==> config.mk <==
export PLATFORM = sky130hd
export DESIGN_NAME = alu_input_loader
export DESIGN_NICKNAME = d
export VERILOG_FILES = /design/src/rtl/alu_input_loader_pkg.sv /design/src/rtl/alu_input_loader_button_debouncer.sv /design/src/rtl/alu_input_loader.sv
export SDC_FILE = /design/constraint.sdc
export NUM_CORES = 1
export LEC_CHECK = 0
export CAP_MARGIN = 20
export CORE_AREA = 4 4 112 114
export CTS_BUF_LIST = sky130_fd_sc_hd__clkbuf_16
export CTS_CLUSTER_DIAMETER = 60
export DETAILED_ROUTE_END_ITERATION = 10
export DIE_AREA = 0 0 116 118
export PLACE_DENSITY = 0.61
export RECOVER_POWER = 50
export SETUP_SLACK_MARGIN = 0.02
export SYNTH_ARGS = -nofsm -noshare
export SYNTH_HDL_FRONTEND = slang
export SYNTH_SLANG_ARGS = --single-unit
export TNS_END_PERCENT = 1
==> constraint.sdc <==
create_clock -name Clk -period 1.94 [get_ports Clk]
set_input_delay 0.291 -clock Clk [delete_from_list [all_inputs] [get_ports Clk]]
set_output_delay 0.291 -clock Clk [all_outputs]
set_load 0.02 [all_outputs]
==> src/rtl/alu_input_loader_pkg.sv <==
// Shared definitions for the ALU operand/opcode front end: opcode encodings,
// default debounce length and Loaded flag bit positions.
package alu_input_loader_pkg;

    typedef enum logic [5:0] {
        OP_PASS_A = 6'b000000,
        OP_PASS_B = 6'b000001,
        OP_SRL    = 6'b000010,
        OP_SRA    = 6'b000011,
        OP_ADD    = 6'b100000,
        OP_SUB    = 6'b100010,
        OP_AND    = 6'b100100,
        OP_OR     = 6'b100101,
        OP_XOR    = 6'b100110,
        OP_NOR    = 6'b100111
    } alu_op_e;

    localparam int OP_W                    = 6;
    localparam int DEFAULT_DEBOUNCE_CYCLES = 1000000;

    localparam int LD_A  = 0;
    localparam int LD_B  = 1;
    localparam int LD_OP = 2;

endpackage

==> src/rtl/alu_input_loader_button_debouncer.sv <==
// One push-button path: 2-FF synchroniser, stability counter, accepted level
// and a single-cycle pulse on each accepted rising transition.
module button_debouncer
    import alu_input_loader_pkg::*;
#(
    parameter int DEBOUNCE_CYCLES = DEFAULT_DEBOUNCE_CYCLES
) (
    input  logic Clk,
    input  logic Rst_n,
    input  logic btn_raw,
    output logic level,
    output logic rise
);

    localparam int               CNT_W   = (DEBOUNCE_CYCLES > 1) ? $clog2(DEBOUNCE_CYCLES) : 1;
    localparam logic [CNT_W-1:0] CNT_MAX = CNT_W'(DEBOUNCE_CYCLES - 1);

    logic [1:0]       sync_q, sync_d;
    logic [CNT_W-1:0] cnt_q, cnt_d;
    logic             stable_q, stable_d;
    logic             prev_q, prev_d;

    always_comb begin
        sync_d   = {sync_q[0], btn_raw};
        prev_d   = stable_q;
        stable_d = stable_q;
        cnt_d    = '0;
        // The counter only runs while the synced level disagrees with the
        // accepted one; on the final count it flips the level and restarts.
        if (sync_q[1] != stable_q) begin
            if (cnt_q == CNT_MAX) begin
                stable_d = sync_q[1];
            end else begin
                cnt_d = cnt_q + 1'b1;
            end
        end
    end

    always_ff @(posedge Clk or negedge Rst_n) begin
        if (!Rst_n) begin
            sync_q   <= '0;
            cnt_q    <= '0;
            stable_q <= 1'b0;
            prev_q   <= 1'b0;
        end else begin
            sync_q   <= sync_d;
            cnt_q    <= cnt_d;
            stable_q <= stable_d;
            prev_q   <= prev_d;
        end
    end

    assign level = stable_q;
    assign rise  = stable_q & ~prev_q;

endmodule

==> src/rtl/alu_input_loader.sv <==
// ALU input front end: synchronises the slide switches and latches them into
// A, B or Op on a clean press of the matching button.
module alu_input_loader
    import alu_input_loader_pkg::*;
#(
    parameter int size            = 8,
    parameter int DEBOUNCE_CYCLES = DEFAULT_DEBOUNCE_CYCLES
) (
    input  logic                   Clk,
    input  logic                   Rst_n,
    input  logic [size-1:0]        Switches,
    input  logic                   BtnA,
    input  logic                   BtnB,
    input  logic                   BtnOp,
    output logic signed [size-1:0] A,
    output logic signed [size-1:0] B,
    output logic [5:0]             Op,
    output logic [2:0]             Loaded,
    output logic                   Ready
);

    logic [2:0] btn_raw;
    logic [2:0] btn_level;
    logic [2:0] btn_rise;
    logic [2:0] load;

    logic [size-1:0]        sw_s1_q, sw_s1_d;
    logic [size-1:0]        sw_s2_q, sw_s2_d;
    logic signed [size-1:0] a_q, a_d;
    logic signed [size-1:0] b_q, b_d;
    logic [OP_W-1:0]        op_q, op_d;
    logic [2:0]             loaded_q, loaded_d;

    assign btn_raw[LD_A]  = BtnA;
    assign btn_raw[LD_B]  = BtnB;
    assign btn_raw[LD_OP] = BtnOp;

    button_debouncer #(.DEBOUNCE_CYCLES(DEBOUNCE_CYCLES)) u_deb_a (
        .Clk(Clk), .Rst_n(Rst_n), .btn_raw(btn_raw[LD_A]),
        .level(btn_level[LD_A]), .rise(btn_rise[LD_A])
    );

    button_debouncer #(.DEBOUNCE_CYCLES(DEBOUNCE_CYCLES)) u_deb_b (
        .Clk(Clk), .Rst_n(Rst_n), .btn_raw(btn_raw[LD_B]),
        .level(btn_level[LD_B]), .rise(btn_rise[LD_B])
    );

    button_debouncer #(.DEBOUNCE_CYCLES(DEBOUNCE_CYCLES)) u_deb_op (
        .Clk(Clk), .Rst_n(Rst_n), .btn_raw(btn_raw[LD_OP]),
        .level(btn_level[LD_OP]), .rise(btn_rise[LD_OP])
    );

    // A pulse is only honoured while the accepted level is still high.
    assign load = btn_rise & btn_level;

    always_comb begin
        sw_s1_d  = Switches;
        sw_s2_d  = sw_s1_q;
        a_d      = a_q;
        b_d      = b_q;
        op_d     = op_q;
        loaded_d = loaded_q | load;
        if (load[LD_A])  a_d  = $signed(sw_s2_q);
        if (load[LD_B])  b_d  = $signed(sw_s2_q);
        if (load[LD_OP]) op_d = sw_s2_q[OP_W-1:0];
    end

    always_ff @(posedge Clk or negedge Rst_n) begin
        if (!Rst_n) begin
            sw_s1_q  <= '0;
            sw_s2_q  <= '0;
            a_q      <= '0;
            b_q      <= '0;
            op_q     <= OP_PASS_A;
            loaded_q <= '0;
        end else begin
            sw_s1_q  <= sw_s1_d;
            sw_s2_q  <= sw_s2_d;
            a_q      <= a_d;
            b_q      <= b_d;
            op_q     <= op_d;
            loaded_q <= loaded_d;
        end
    end

    assign A      = a_q;
    assign B      = b_q;
    assign Op     = op_q;
    assign Loaded = loaded_q;
    assign Ready  = &loaded_q;

endmodule

==> metrics.cfg <==
[status]
status = finished, final reports clean

[placement]
dp_hpwl_um = 6120
place_congestion = 0.767
place_area_um2 = 5420
numPortBuffers = 38

[detailed_routing]
vias_per_cell = 5.21
avgRoutedWirePerCell_um = 14.9
final_antenna_net_count = 0
drtIter0Drc = 206
dr.pass1.iters = 4
drt_wl_total_um = 9360
routed-via-count = 3275
drc = 0

[finish]
area_growth_pct = 28.2
nets = 489
diodes = 0
final_area_um2 = 6080
drive_above_1_share_pct = 18.5

[timing]
finalSetupTns_ns = 0
period_share_pct = 96.9
slew_violations = 0
fin_crit_ns = 1.88
max_freq_ghz = 0.532
rsz0062_at_grt = no
relSlewSlack_pct = 38.8
hold_viol_final = 0
finClkSkew_ns = 0.00786
setup_viol = 0
tightestPinTransition_ns = 0.919

[power]
powerDensity_nw_per_um2 = 983
leakagePower_nw = 2.67
comb_power_share_pct = 2.3
p_switching_w = 0.00115
power_frac_seq_pct = 40.6
irDropWorstVdd_mv = 0.779
switching_share_pct = 19.3
p_int_w = 0.00482
pwr-share-clk_pct = 57.2

[synth]
synth-seq-area-share_pct = 59.6
netlist_area_um2 = 4740
synth_warnings = 0
syn_avg_cell_area_um2 = 11.7
async_reset_ff_share_pct = 100
ys.flop_type = dfrtp_1
synth_cell_types = 41
synth_edf_count = 0
synth_nets = 421
synth_cells = 405
ys_ff_latch = 113

[worst_setup_path]
path_class = flop to flop
end_kind = flop
crit_fanout = 5
worstPathArrival_ns = 2.16
cp.required_ns = 2.22
cp-start-kind = flop

[global_routing]
gr-usage-met2_pct = 22.5
grt_pass1_vias = 3355
busiest_layer = met2
grt_pass1_wl_um = 16200
gr-total-overflow = 0
grt.met1_usage_pct = 19.7
grtUsageMet3_pct = 4.94
grt_usage_pct = 15.0
grt_max_degree = 38
grt_antenna_before_repair = 0

[floorplanning]
design.core.area_um2 = 11400
die_w_um = 116
die_h_um = 118
num_io_pins = 39
start_util_pct = 41.5
row_count = 39
die_area_um2 = 13700

[clocking]
cts_setup_buffers = 0
root_buffer = clkbuf_16
path_clk_slew_ns = 0.05
cts_sinks = 113
cts_made_buffers = 17
clock_path_buffers = 2
cts_tree = done
cts_max_level = 4
clk_latency_ns = 0.41

[job]
cap_viol_max_count = 0

[worst_hold_path]
hold_path_class = flop to flop

critical path: stages (launching register included):
cell and delay (ns):
dfrtp_1 0.43, nor4b_1 0.38, nand4b_1 0.25, nor4_2 0.33, mux2_2 0.36
logic make-up (layout without fill, tap and decap cells):
| group | count (synthesis) | after routing | synth area share, % |
|---|---|---|---|
| and+or+nand+nor | 165 | 165 | 19.1 |
| DFF | 113 | 113 | 59.6 |
| xor gates and xnor gates | 41 | 41 | 7.57 |
| AOI/OAI and AO/OA | 35 | 35 | 4.72 |
| muxes | 25 | 25 | 5.94 |
| buffers and inverters | 23 | 104 | 2.19 |
| adders and majority gates | 3 | 3 | 0.792 |
registers in the layout (all words and copies together), names as in the netlist:
| register | count |
|---|---|
| u_deb_a.sync_q | 2 |
| sw_s2_q | 8 |
| u_deb_b.sync_q | 2 |
| u_deb_a.cnt_q | 20 |
| u_deb_op.prev_q | 1 |
| A | 8 |
| u_deb_op.sync_q | 2 |
| B | 8 |
| Op | 6 |
| Loaded | 3 |
| u_deb_a.level | 1 |
| u_deb_a.prev_q | 1 |
| u_deb_b.prev_q | 1 |
| sw_s1_q | 8 |
| u_deb_b.cnt_q | 20 |
| u_deb_op.level | 1 |
| u_deb_op.cnt_q | 20 |
| u_deb_b.level | 1 |
placed cells by master, fill, tap and decap left out, drive strengths merged, types with 7 or more instances in the layout:
cell type | Yosys | layout
or3 | 7 | 7
o21ai | 8 | 8
nand4 | 18 | 18
xor2 | 16 | 16
nand3 | 16 | 16
mux2 | 25 | 25
or4 | 7 | 7
inv | 10 | 12
clkdlybuf4s50 | 0 | 26
xnor2 | 25 | 25
and3 | 10 | 10
a21oi | 16 | 16
dlygate4sd3 | 0 | 12
o31ai | 8 | 8
nor4 | 12 | 12
buf | 7 | 17
nand2 | 20 | 20
clkbuf | 6 | 24
nor2 | 49 | 49
dfrtp | 113 | 113
synthesized netlist by cell type (5+ instances only):
cell,number,area share (%)
clkbuf_1,6,0.48
nor4_1,11,1.5
and3_1,10,1.3
o31ai_1,7,1.1
o21ai_0,7,0.74
xnor2_1,25,4.6
or3_1,6,0.79
or4_1,6,0.95
nand3_1,14,1.5
mux2_2,24,5.7
xor2_1,16,3.0
nor3_1,6,0.63
inv_1,10,0.79
a21oi_1,16,1.7
nor2_1,49,3.9
dfrtp_1,113,60
nand2_1,20,1.6
nand4_1,16,2.1
buf_2,5,0.53
final cells by class:
class,instances,area (um^2)
Fill cell,985,5340
Sequential cell,113,2830
Multi-Input combinational cell,269,1840
Timing Repair Buffer,62,549
Clock buffer,17,425
Clock inverter,15,223
Tap cell,143,179
Inverter,10,37.5
power groups by stage:
stage	Clock [W]	Combinational (W)	Sequential [W]
floorplan	0	0.0000449	0.00246
finish	0.00342	0.000135	0.00243
global route	0.00359	0.000157	0.00243
global placement	0	0.000145	0.00246
detailed placement	0	0.000144	0.00246
CTS	0.00348	0.000147	0.00242
metrics by stage:
stage | total power (W) | hold WS (ns) | util (%) | instances | setup slack, ns
2_1_floorplan | 0.00250 | -0.00459 | - | 405 | 0.137
3_3_place_gp | 0.00261 | 0.296 | 47.4 | 595 | 0.164
3_5_place_dp | 0.00261 | 0.296 | 47.4 | 595 | 0.0860
4_1_cts | 0.00605 | 0.303 | 53.2 | 628 | 0.0746
5_1_grt | 0.00618 | 0.353 | 53.2 | 629 | 0.00166
6_report | 0.00598 | 0.346 | 53.2 | 629 | 0.0595
timing repair:
| action | 4_1_cts | 5_1_grt |
|---|---|---|
| resized for setup | 0 | 6 |
| endpoints found under the setup margin | 0 | 15 |
| hold endpoints to repair | 33 | 0 |
| hold buffers | 1 | 0 |
final timing paths:
check	from	end	slack (ns)	cells past startpoint
min	sw_s1_q[6]	sw_s2_q[6]	0.35	0
max reg2reg	u_deb_op.cnt_q[8]	u_deb_op.level	0.06	4
max	u_deb_op.cnt_q[8]	u_deb_op.level	0.06	4
max in group asynchronous	Rst_n	u_deb_b.cnt_q[13]	0.38	3
min reg2reg	sw_s1_q[6]	sw_s2_q[6]	0.35	0
min in group asynchronous	Rst_n	u_deb_op.cnt_q[14]	0.56	2
layer usage:
layer	vias to the layer above	share of wire, %
li1	1561	-
met1	1627	47
met2	75	47
met3	12	4.6
met4	0	1.5
met5	-	0
No activity file was read; power rests on OpenSTA's default activity.
